`src/rtl/fifo_axis_pkg.sv`:
```
// Shared types and constants for the FIFO-to-AXI4-Stream drain stage.
//   fifo_axis_state_t : drain FSM states (IDLE, RUN, STOP)
//   BUF_DEPTH         : entries in the registered output buffer
//   OCC_W             : width of the buffer occupancy count
package fifo_axis_pkg;

  typedef enum logic [1:0] {
    IDLE = 2'd0,
    RUN  = 2'd1,
    STOP = 2'd2
  } fifo_axis_state_t;

  localparam int unsigned BUF_DEPTH = 2;
  localparam int unsigned OCC_W     = $clog2(BUF_DEPTH + 1);

endpackage

```
`src/rtl/axis_skid_buf2.sv`:
```
// Two-entry registered buffer in front of an AXI4-Stream master port.
// Entry 0 (the head) drives m_tdata/m_tlast directly; entry 1 holds the
// overflow word while the head is stalled.
//   clk, rst          : clock, asynchronous active-low reset
//   push, push_data,
//   push_last         : write one word into the tail (caller keeps occ<2)
//   occ               : current number of valid entries (0..2)
//   m_tdata, m_tvalid,
//   m_tlast, m_tready : AXI4-Stream master side
module axis_skid_buf2
  import fifo_axis_pkg::*;
#(
  parameter int unsigned DATA_W = 32
) (
  input  logic              clk,
  input  logic              rst,
  input  logic              push,
  input  logic [DATA_W-1:0] push_data,
  input  logic              push_last,
  output logic [OCC_W-1:0]  occ,
  output logic [DATA_W-1:0] m_tdata,
  output logic              m_tvalid,
  output logic              m_tlast,
  input  logic              m_tready
);

  logic [DATA_W-1:0] tail_data;
  logic              tail_last;
  logic              drain;

  assign m_tvalid = (occ != '0);
  assign drain    = m_tvalid && m_tready;

  always_ff @(posedge clk or negedge rst) begin
    if (!rst) begin
      occ       <= '0;
      m_tdata   <= '0;
      m_tlast   <= 1'b0;
      tail_data <= '0;
      tail_last <= 1'b0;
    end else begin
      case ({push, drain})
        2'b10: begin
          if (occ == '0) begin
            m_tdata <= push_data;
            m_tlast <= push_last;
          end else begin
            tail_data <= push_data;
            tail_last <= push_last;
          end
          occ <= occ + OCC_W'(1);
        end
        2'b01: begin
          m_tdata <= tail_data;
          m_tlast <= tail_last;
          occ     <= occ - OCC_W'(1);
        end
        2'b11: begin
          // Occupancy unchanged: the incoming word lands wherever the
          // drained head leaves the first free slot.
          if (occ == OCC_W'(1)) begin
            m_tdata <= push_data;
            m_tlast <= push_last;
          end else begin
            m_tdata   <= tail_data;
            m_tlast   <= tail_last;
            tail_data <= push_data;
            tail_last <= push_last;
          end
        end
        default: ;
      endcase
    end
  end

endmodule

```
`src/rtl/fifo_to_axis.sv`:
```
// Drains the bridge's outbound FIFO into an AXI4-Stream master, cutting the
// stream into packets of pkt_len words (0 treated as 1) with TLAST on the
// last beat. fifo_rena depends only on registers and fifo_empty; the output
// buffer absorbs m_tready so there is no combinational ready path upstream.
//   clk, rst                 : clock, asynchronous active-low reset
//   enable                   : run request (level)
//   pkt_len                  : words per packet, sampled at each packet start
//   fifo_rdata, fifo_empty   : show-ahead FIFO head and empty flag
//   fifo_rena                : FIFO pop strobe
//   m_tdata, m_tvalid,
//   m_tlast, m_tready        : AXI4-Stream master
//   busy                     : FSM active or buffer holding data
//   pkt_count                : packets completed (TLAST handshakes), wraps
module fifo_to_axis
  import fifo_axis_pkg::*;
#(
  parameter int unsigned C_DATA_WIDTH = 32,
  parameter int unsigned LEN_W        = 16
) (
  input  logic                    clk,
  input  logic                    rst,
  input  logic                    enable,
  input  logic [LEN_W-1:0]        pkt_len,
  input  logic [C_DATA_WIDTH-1:0] fifo_rdata,
  input  logic                    fifo_empty,
  output logic                    fifo_rena,
  output logic [C_DATA_WIDTH-1:0] m_tdata,
  output logic                    m_tvalid,
  output logic                    m_tlast,
  input  logic                    m_tready,
  output logic                    busy,
  output logic [LEN_W-1:0]        pkt_count
);

  fifo_axis_state_t state, state_nxt;
  logic [LEN_W-1:0] beat, beat_nxt;
  logic [LEN_W-1:0] len_lat;
  logic [LEN_W-1:0] eff_len;
  logic             last;
  logic [OCC_W-1:0] occ;

  always_comb begin
    eff_len   = len_lat;
    if (beat == '0) begin
      eff_len = (pkt_len == '0) ? LEN_W'(1) : pkt_len;
    end
    last      = (beat == (eff_len - LEN_W'(1)));
    fifo_rena = (state != IDLE) && !fifo_empty && (occ < OCC_W'(BUF_DEPTH));

    beat_nxt = beat;
    if (fifo_rena) begin
      beat_nxt = last ? '0 : beat + LEN_W'(1);
    end

    state_nxt = state;
    case (state)
      IDLE: if (enable) state_nxt = RUN;
      // Decided on the post-pop beat count so a pop in the same cycle that
      // enable falls cannot strand a half-sent packet in IDLE.
      RUN:  if (!enable) state_nxt = (beat_nxt != '0) ? STOP : IDLE;
      STOP: if (fifo_rena && last) state_nxt = IDLE;
      default: state_nxt = IDLE;
    endcase
  end

  always_ff @(posedge clk or negedge rst) begin
    if (!rst) begin
      state     <= IDLE;
      beat      <= '0;
      len_lat   <= LEN_W'(1);
      pkt_count <= '0;
    end else begin
      state <= state_nxt;
      beat  <= beat_nxt;
      if (fifo_rena && (beat == '0)) begin
        len_lat <= eff_len;
      end
      if (m_tvalid && m_tready && m_tlast) begin
        pkt_count <= pkt_count + LEN_W'(1);
      end
    end
  end

  assign busy = (state != IDLE) || (occ != '0);

  axis_skid_buf2 #(
    .DATA_W (C_DATA_WIDTH)
  ) u_buf (
    .clk       (clk),
    .rst       (rst),
    .push      (fifo_rena),
    .push_data (fifo_rdata),
    .push_last (last),
    .occ       (occ),
    .m_tdata   (m_tdata),
    .m_tvalid  (m_tvalid),
    .m_tlast   (m_tlast),
    .m_tready  (m_tready)
  );

endmodule
```
`config.mk`:
```
export PLATFORM = sky130hd
export DESIGN_NAME = fifo_to_axis
export DESIGN_NICKNAME = d
export VERILOG_FILES = /design/src/rtl/fifo_axis_pkg.sv /design/src/rtl/axis_skid_buf2.sv /design/src/rtl/fifo_to_axis.sv
export SDC_FILE = /design/constraint.sdc
export NUM_CORES = 1
export LEC_CHECK = 0
export ABC_AREA = 1
export CAP_MARGIN = 20
export CORE_ASPECT_RATIO = 0.9
export CORE_UTILIZATION = 40
export CTS_BUF_LIST = sky130_fd_sc_hd__clkbuf_2 sky130_fd_sc_hd__clkbuf_4 sky130_fd_sc_hd__clkbuf_8
export CTS_CLUSTER_DIAMETER = 100
export CTS_CLUSTER_SIZE = 8
export DETAILED_ROUTE_END_ITERATION = 12
export PLACE_DENSITY = 0.66
export SLEW_MARGIN = 20
export SYNTH_ARGS = -nofsm -noshare
export SYNTH_HDL_FRONTEND = slang
export SYNTH_SLANG_ARGS = --single-unit
export TNS_END_PERCENT = 10
```
`constraint.sdc`:
```
create_clock -name clk -period 2.86 [get_ports clk]
set_input_delay 0.286 -clock clk [delete_from_list [all_inputs] [get_ports clk]]
set_output_delay 0.286 -clock clk [all_outputs]
set_load 0.02 [all_outputs]
```
==> metrics.yaml <==
run_status:
  outcome: "finished with violations"
  violations: "setup timing"
detailed_routing:
  drcViolationCount: 0
  final_antenna_net_count: 0
  first_pass_iters: 6
  wl_mm: 16.42
  drt_iter0_drc: 390
  wl_per_cell_um: 12.70
  routed_via_density: 4.616
  num_vias: 5969
cts:
  cts_buffers: 17
  cts_tree: "yes"
  cts.path.max_buffers: 2
  cts-root-buf: "clkbuf_8"
  clock-sinks: 118
  cts_max_level: 4
  clk_latency_ns: 0.45
  clk_pin_slew_ns: 0.08
power:
  leakagePower_uw: 0.004860
  irDropWorstVdd_v: 0.0005063
  power_density_nw_per_um2: 755.0
yosys:
  synthCells: 869
  yosysWarnings: 0
  synth_ff_type: "dfrtp_1"
  syn_area_um2: 6511
  ys_types: 34
  synth_edf_count: 0
  ys_ff_latch: 118
  yosysSeqAreaShare: 0.4537
  synth.net_count: 931
  async_reset_ff_frac: 1.000
  synth_area_per_cell_um2: 7.493
global_routing:
  grt_max_degree: 45
  grt_pass1_wl_mm: 26.97
  antenna_found_initial: 0
  first_global_vias: 5697
  overflow: 0
  grt_usage: 0.2073
timing:
  worst_pin_slew_ns: 0.6391
  maxSlewHeadroom: 0.5727
  slew_viol_final: 0
  hold_ws_ns: 0.3749
  period_needed_ns: 3.001
  rsz0062_at_grt: "yes"
  fin_skew_ns: 0.01376
  fin_setup_tns_ns: -1.100
  setup_violations: 10
  setup_ws_ns: -0.1412
  hold_violations: 0
  period_share: 1.049
  fmax_mhz: 333.2
floorplan:
  design.core.area_um2: 15660
  dieArea_um2: 16790
  initial_core_util: 0.4159
  die-height_um: 123.0
  rows: 43
  die_w_um: 136.5
  io_pins: 105
cells_and_area:
  syn_to_final_growth_pct: 40.58
  finalNetCount: 1140
  fin_util: 0.5847
  layout-drive-gt1-share: 0.1971
  insertedDiodeCount: 0
critical_path:
  r2r_start: "beat[15]$_DFF_PN0_"
  r2r-end: "state[1]$_DFFE_PN0P_"
  reg2reg_slack_ns: -0.14
  worstSetupPathType: "reg2reg"
  arrival_ns: 3.35
  path_max_fanout: 8
  required_ns: 3.21
  endpoint: "state[1]$_DFFE_PN0P_"
  worstSetupStartpoint: "beat[15]$_DFF_PN0_"
  crit_path_start_kind: "flip-flop"
  r2r_cells: 24
  endpoint_kind: "flip-flop"
placement:
  dpl_worst_slack_ns: -0.3597
  dp_hpwl_mm: 11.50
  port-buffer-count: 104
  gp_congestion: 0.8793
worst_hold_path:
  hold_path_class: "in2async"
flow_run:
  maxCapViolations: 0
-- stage by stage --
| step | total power [uW] | cell area [um2] | instances |
|---|---|---|---|
| 2_1_floorplan | 4155 | 6555 | 869 |
| 3_3_place_gp | 5351 | 8451 | 1239 |
| 3_5_place_dp | 5411 | 8451 | 1239 |
| 4_1_cts | 6959 | 9102 | 1290 |
| 5_1_grt | 7407 | 9154 | 1293 |
| 6_report | 6911 | 9154 | 1293 |
-- area by class of cell --
class,instances,area (um2)
Multi-Input combinational cell,568,3022
Clock buffer,17,234.0
Timing Repair Buffer,219,1968
Sequential cell,118,2954
Fill cell,1383,6502
Tap cell,202,252.7
Inverter,154,578.1
Clock inverter,15,145.1
-- cells by family after synthesis --
group / after synthesis / share of synthesized area
simple gates: 413 / 0.2683
buf+inv: 183 / 0.1116
flops: 118 / 0.4537
compound gates: 100 / 0.08493
xor+xnor: 40 / 0.05380
fa+ha+maj: 9 / 0.01729
mux: 6 / 0.01038
-- report_power, final --
part | total, uW | internal [uW] | switching, uW
sequential | 2550 | 2200 | 345
combinational | 2890 | 1300 | 1580
clock | 1480 | 704 | 775
-- layer usage --
| metal | vias to the layer above | part of all wire | track usage |
|---|---|---|---|
| li1 | 3102 | - | - |
| met1 | 2694 | 0.47 | 0.2791 |
| met2 | 147 | 0.45 | 0.3230 |
| met3 | 26 | 0.057 | 0.05453 |
| met4 | 0 | 0.017 | 0.07014 |
| met5 | - | 0 | 0 |
-- synthesized netlist by cell type (4+ instances only) --
cell type    n  area (um2)
nand2_1    267        1002
inv_1      153       574.3
dfrtp_1    117        2928
nor2_1      59       221.5
o21ai_0     51       255.2
nand3_1     43       215.2
o22ai_1     33       206.5
xor2_1      29       254.0
clkbuf_1    19       71.32
xnor2_1     11       96.34
ha_1         9       112.6
nand2_2      9       56.30
a21oi_1      8       40.04
nand4_1      7       43.79
nor2_2       7       43.79
nor3_1       7       35.03
mux2_2       6       67.56
nor2_4       5       56.30
buf_6        4       45.04
o21ai_1      4       20.02
-- sequential cells by signal (all words and copies together), names as in the netlist --
| register | cells |
|---|---|
| u_buf.m_tdata | 32 |
| u_buf.tail_data | 32 |
| beat | 16 |
| state | 2 |
| u_buf.tail_last | 1 |
| pkt_count | 16 |
| u_buf.m_tlast | 1 |
| len_lat | 16 |
| u_buf.occ | 2 |
-- worst min-delay path by stage --
stage	from	to	slack (ns)	cells past startpoint
final	rst	beat[8]$_DFF_PN0_	0.37	2
after global routing	enable	state[0]$_DFFE_PN0P_	0.36	3
after CTS	enable	state[0]$_DFFE_PN0P_	0.36	3
after detailed placement	rst	u_buf.tail_data[13]$_DFFE_PN0P_	0.33	1
after global placement	rst	beat[8]$_DFF_PN0_	0.33	1
after floorplan	rst	beat[0]$_DFF_PN0_	-0.01	0
-- cell usage in the layout, fill, tap and decap left out, types with 7 or more instances in the layout --
cell / netlist / routed
clkbuf_8: 0 / 17
nor2_2: 7 / 8
xor2_1: 29 / 29
nor3_1: 7 / 7
nand4_1: 7 / 7
nand3_2: 2 / 7
nor2_4: 5 / 11
xnor2_1: 11 / 10
inv_1: 153 / 148
nand2_1: 267 / 255
nand2_2: 9 / 17
buf_4: 2 / 107
nand3_1: 43 / 37
nor2_1: 59 / 52
o22ai_1: 33 / 32
a21oi_1: 8 / 7
ha_1: 9 / 7
clkdlybuf4s50_1: 0 / 103
dfrtp_1: 117 / 117
o21ai_0: 51 / 50
-- timing repair --
action	4_1_cts	5_1_grt
resized for setup	35	11
hold buffers	1	0
endpoints found under the setup margin	11	18
endpoints found under the hold margin	38	0
buffers inserted	18	3
pin swaps	34	5
-- critical path: stages, from the launching register on --
cell     delay (ns)
dfrtp_1        0.42
nor2_1         0.10
nand2_1        0.10
nor2_4         0.24
nand2_4        0.11
nand2_2        0.08
nand2_2        0.06
inv_2          0.08
ha_4           0.17
nand3_2        0.08
nor2_4         0.19
nand2_2        0.10
nand3_2        0.09
nand2_1        0.06
nor2_2         0.09
nand3_2        0.11
nor2_4         0.15
nand3_4        0.12
buf_6          0.16
o31ai_1        0.06
nand2_1        0.07
nor2_1         0.09
nand2_1        0.06
nand2_1        0.06
nand2_1        0.05
Note: power is estimated with default switching activity, not from simulation.
==> RTL change 1 (config.mk and constraints unchanged) <==
The 3 states of `fifo_axis_state_t` get a one-hot encoding in 3 bits.
--- a/src/rtl/fifo_axis_pkg.sv
+++ b/src/rtl/fifo_axis_pkg.sv
@@ -4,10 +4,10 @@
 //   OCC_W             : width of the buffer occupancy count
 package fifo_axis_pkg;
 
-  typedef enum logic [1:0] {
-    IDLE = 2'd0,
-    RUN  = 2'd1,
-    STOP = 2'd2
+  typedef enum logic [2:0] {
+    IDLE = 3'b001,
+    RUN  = 3'b010,
+    STOP = 3'b100
   } fifo_axis_state_t;
 
   localparam int unsigned BUF_DEPTH = 2;
Formal check against the unedited RTL: same outputs for any inputs over 4 cycles, from zero or initial values and one cycle with rst low; so few cycles prove little.
==> RTL change 1 against the original RTL <==
The run still ends with negative setup slack left; power up 10%; worst setup slack lost 0.11 ns; combinational power rose by 13%; design area increased by 3.9%; wire length grew 6.3%; sequential share of layout area fell by 0.90 points; area after synthesis rose by 5.2%; sequential cell count up 1; maximum frequency is 3.6% lower; first-iteration DRC count shrank 11%; synthesized cell count grew 7.7%; critical endpoint is now state[2]$_DFFE_PN0P_; largest power group unchanged; highest routed layer unchanged.
==> RTL change 1: results (changes against the original RTL) <==
Outcome
  – Status: finished, violations left
  – Failing checks: negative setup slack

Synth
  – Synth Area in XOR/XNOR: 0.0422 (-0.0116)
  – Sequential share of the synthesized area: 0.435 (-0.0185)
  – Netlist cell types: 40 (+18%)
  – Post-Syn Nets: 998 (+7.2%)
  – Adder-cell share of the synthesized area: 0.0164 (-0.000850)
  – Mux cell area share after synthesis: 0.00311 (-0.00727)
  – Synth Area in Compound Gates: 0.0784 (-0.00655)
  – Synth cell count leaders: nand2_1 (307), inv_1 (151), dfrtp_1 (117), nor2_1 (88)

Placed design
  – Cell Area, Placed: 0.00880 sq mm (+4.2%)
  – Dpl hpwl: 12.4 mm (+7.7%)
  – Final RePlAce weighted congestion: 0.859 (-2.3%)

Worst setup path
  – Crit Path Max Fanout: 6 (-2)
  – Slowest stage delay, CP: 0.38 ns (-0.04 ns)
  – Crit path DAT: 3.46 ns (+0.11 ns)

Power
  – Power share of the clock group: 0.228 (+0.014)
  – Leakage Power: 5.07 nW (+4.4%)
  – Combinational Power: 0.00327 W (+13%)
  – Worst VDD drop: 0.639 mV (+26%)
  – Psw: 0.00298 W (+10%)

Global routing
  – Grt met1 use: 0.290 (+0.0106)
  – First-pass GRT wire length: 29.2 mm (+8.2%)
  – Largest net degree at the start of global routing: 62 (+38%)
  – Tot GR Track Use: 0.209 (+0.00126)
  – Met2 Track Usage GR: 0.320 (-0.00297)
  – Grt met3 use: 0.0490 (-0.00548)

Routing
  – DR vias/cell: 4.70 (+1.8%)
  – DRT Pass-1 Iters: 5 (-1)
  – Routed wire length: 17.4 mm (+6.3%)
  – Routed wl met3: 883 microns (-6.2%)
  – Met1 WL: 8.57 mm (+10%)

Clock network
  – Cts repair resizes: 16 (-54%)
  – Setup bufs post-CTS: 4 (-14)

Cells and area
  – Final net count: 1,200 (+5.3%)
  – FILL cells: 1,557 (+13%)
  – Share of cells above drive strength 1: 0.195 (-0.00158)

Timing
  – Fin worst setup slack: -0.253 ns (-0.112 ns)
  – Setup TNS: -1.25 ns (-0.149 ns)
  – Final Setup Violations: 12 (+2)

Hold path
  – Hold Path Class: in2reg
==> RTL change 1: cell count changes in the layout (fill, tap and decap cells not counted), sizes merged, moves of 5 or more <==
cell,change
buf,-11
mux2,-5
nand2,+46
nor2,+35
o21ai,-8
xor2,-6
==> RTL change 1: final cells by class <==
type                            instances  share of cell area
Clock buffer                           18              0.0261
Clock inverter                         14              0.0207
Inverter                              155              0.0612
Multi-Input combinational cell        637               0.353
Sequential cell                       119               0.314
Tap cell                              211              0.0278
Timing Repair Buffer                  208               0.198
==> RTL change 1: metrics by stage <==
stage / utilization / worst slack, ns / power [W] / instances / hold WS [ns]
global placement: 0.523 / -0.278 / 0.00572 / 1318 / 0.432
finish: 0.565 / -0.253 / 0.00760 / 1362 / 0.405
global route: 0.565 / -0.480 / 0.00813 / 1362 / 0.409
CTS: 0.556 / -0.239 / 0.00758 / 1356 / 0.386
detailed placement: 0.523 / -0.336 / 0.00577 / 1318 / 0.436
floorplan: - / -0.0302 / 0.00440 / 936 / -0.00959
==> RTL change 1: final timing paths <==
| check | slack, ns | start | end | cells past startpoint |
|---|---|---|---|---|
| worst min register to register | 0.48 | u_buf.m_tdata[2]$_DFFE_PN0P_ | u_buf.m_tdata[2]$_DFFE_PN0P_ | 2 |
| worst max-delay path | -0.25 | beat[6]$_DFF_PN0_ | state[2]$_DFFE_PN0P_ | 22 |
| min in group asynchronous | 0.47 | rst | pkt_count[14]$_DFFE_PN0P_ | 2 |
| worst max register to register | -0.25 | beat[6]$_DFF_PN0_ | state[2]$_DFFE_PN0P_ | 22 |
| max in group asynchronous | 1.65 | rst | u_buf.m_tdata[12]$_DFFE_PN0P_ | 3 |
| worst min-delay path | 0.40 | fifo_rdata[24] | u_buf.tail_data[24]$_DFFE_PN0P_ | 3 |
==> RTL change 2 (config.mk and constraints unchanged) <==
Made on the original files. `BUF_DEPTH`: 2 -> 1.
--- a/src/rtl/fifo_axis_pkg.sv
+++ b/src/rtl/fifo_axis_pkg.sv
@@ -10,7 +10,7 @@
     STOP = 2'd2
   } fifo_axis_state_t;
 
-  localparam int unsigned BUF_DEPTH = 2;
+  localparam int unsigned BUF_DEPTH = 1;
   localparam int unsigned OCC_W     = $clog2(BUF_DEPTH + 1);
 
 endpackage
Function: changed (a bounded check fails within 4 cycles, from zero or initial values and one cycle with rst low).
==> RTL change 2 against the original RTL <==
The run still ends with negative setup slack left; largest cell class is now flip-flops and latches; wire length shrank 13%; sequential cell count is 1 lower; worst setup slack improved by 0.050 ns; non-clock buffer count down 16; area after synthesis is 9.0% lower; power decreased by 14%; design area down 8.7%; synthesized cell count down 12%; final cell count down 12%; first-iteration DRC count fell by 23%; combinational power down 24%.
==> RTL change 2: results (changes against the original RTL) <==
Timing
  – Fin worst setup slack: -0.0917 ns (+0.0495 ns)
  – Setup TNS: -0.146 ns (+0.954 ns)
  – Final Setup Violations: 2 (-8)
  – Fin crit period: 2.95 ns (-0.0495 ns)
  – Worst slew pin tran: 0.670 ns (+0.0306 ns)
  – Clock skew: 0.00850 ns (-0.00527 ns)

Worst setup path
  – Crit Path Max Fanout: 9 (+1)
  – Cell family with most CP delay: simple AND/OR/NAND/NOR gates
  – Slowest CP cell: dfrtp_1
  – Crit path DAT: 3.30 ns (-0.05 ns)
  – R2R cell count: 23 (-4.2%)
  – R2R Path End: state[1]$_DFFE_PN0P_
  – Slowest stage delay, CP: 0.41 ns
  – Setup CP Type: reg2reg
  – Worst setup path start: beat[9]$_DFF_PN0_

Global routing
  – Initial antenna violation count: 0 (unchanged)
  – Largest net degree at the start of global routing: 65 (+44%)
  – First-pass GRT wire length: 24.1 mm (-11%)
  – Tot GR Track Use: 0.201 (-0.00600)
  – Vias in the first global route: 4,985 (-12%)

Synth
  – EDFF count, synth: 0 (unchanged)
  – Area contributors post-synth: dfrtp_1 (49%), nand2_1 (13%), nand3_1 (6.8%)
  – Mux cell area share after synthesis: 0.0171 (+0.00673)
  – Sequential share of the synthesized area: 0.494 (+0.0407)
  – Adder-cell share of the synthesized area: 0.00845 (-0.00885)
  – Post-Syn Nets: 825 (-11%)
  – Synth Area in XOR/XNOR: 0.0444 (-0.00945)
  – Yosys warns: 0 (unchanged)
  – Synth Area in Compound Gates: 0.0199 (-0.0651)
  – Fraction of registers with async set/reset: 1.00 (unchanged)
  – Netlist cell types: 29 (-15%)
  – Synth cell count leaders: nand2_1 (199), dfrtp_1 (116), nor2_1 (102), inv_1 (84), nand3_1 (81)

Hold path
  – Hold Path Class: reg2reg
  – Hold_sp: u_buf.tail_data[22]$_DFFE_PN0P_

Power
  – Psw: 0.00217 W (-20%)
  – Leakage Power: 4.34 nW (-11%)
  – Worst VDD drop: 0.521 mV (+2.8%)

Cells and area
  – N_diodes: 0 (unchanged)
  – Layout area overhead: 41.1%
  – Final net count: 995 (-13%)
  – FILL cells: 1,345 (-2.7%)
  – Share of cells above drive strength 1: 0.205 (+0.00798)

Placed design
  – Place WS: -0.314 ns (+0.0460 ns)
  – Dpl hpwl: 10.4 mm (-9.7%)
  – Cell Area, Placed: 0.00775 sq mm (-8.3%)
  – Count of input and output buffers: 104 (unchanged)
  – Final RePlAce weighted congestion: 0.875 (-0.51%)

Clock network
  – Root Buffer: clkbuf_8
  – Clk buf depth: 2 (unchanged)
  – H-tree lvl count: 4 (unchanged)
  – Total CTS buffers: 17 (unchanged)
  – Clock-pin slew on the worst setup and hold paths: 0.08 ns (about the same)

Routing
  – DRT Pass-1 Iters: 5 (-1)
  – DR vias/cell: 4.59 (-0.65%)
  – Routed wire length: 14.3 mm (-13%)
  – Detailed Route Iter0 Violations: 301 (-23%)

Outcome
  – Failing checks: negative setup slack
  – Status: finished, violations left
## RTL change 2: cell types whose count changed after synthesis, sizes merged, moves of 28 or more
cell / before / now
o22ai: 33 / 0
nor2: 71 / 115
o21ai: 55 / 20
nor3: 7 / 36
nand2: 277 / 206
inv: 153 / 84
clkbuf: 19 / 47
nand3: 45 / 81
## RTL change 2: metal layers
| metal | track usage | part of all wire | wire length, microns |
|---|---|---|---|
| met3 | 0.0523 | 0.048 | 682 |
| met2 | 0.293 | 0.44 | 6310 |
| met1 | 0.294 | 0.50 | 7120 |
| met5 | 0 | 0 | 0 |
| met4 | 0.0560 | 0.012 | 166 |
## RTL change 2: cell families after synthesis
group / Yosys count
and+or+nand+nor: 447
buffers and inverters: 138
DFF: 117
xor gates and xnor gates: 30
AOI/OAI and AO/OA: 23
muxes: 9
adders and majority gates: 4
## RTL change 2: power groups by stage
stage | combinational (W) | sequential [W] | clock (W)
detailed placement | 0.00217 | 0.00217 | 0
finish | 0.00221 | 0.00215 | 0.00160
CTS | 0.00221 | 0.00216 | 0.00165
global placement | 0.00215 | 0.00218 | 0
floorplan | 0.000802 | 0.00247 | 0
global route | 0.00242 | 0.00220 | 0.00172
## RTL change 2: timing repair
item / CTS / global route
hold buffers: 1 / 0
gates cloned: 0 / 0
pin swaps: 14 / 1
endpoints found under the hold margin: 48 / 0
setup buffers: 5 / 0
gates resized for setup: 24 / 8
setup endpoints to repair: 13 / 18
## RTL change 2: stage by stage
stage	hold slack [ns]	instances	power, W
3_5_place_dp	0.366	1105	0.00435
2_1_floorplan	-0.00959	768	0.00327
4_1_cts	0.367	1143	0.00601
6_report	0.380	1144	0.00597
3_3_place_gp	0.358	1105	0.00433
5_1_grt	0.387	1144	0.00633
## RTL change 2: layout make-up
cell class	instances	area share
flip-flops and latches	117	0.351
multi-input cells	513	0.314
repair buffers	203	0.218
inverters	86	0.0388
well taps	193	0.0289
clock buffers	17	0.0280
clock inverters	15	0.0216
## RTL change 2: worst min path at each step
stage	to	slack, ns	cells past startpoint
floorplan	beat[0]$_DFF_PN0_	-0.01	0
global placement	len_lat[10]$_DFFE_PN0P_	0.36	1
detailed placement	len_lat[10]$_DFFE_PN0P_	0.37	1
CTS	u_buf.m_tdata[16]$_DFFE_PN0P_	0.37	3
global route	u_buf.m_tdata[17]$_DFFE_PN0P_	0.39	3
finish	u_buf.tail_data[22]$_DFFE_PN0P_	0.38	0
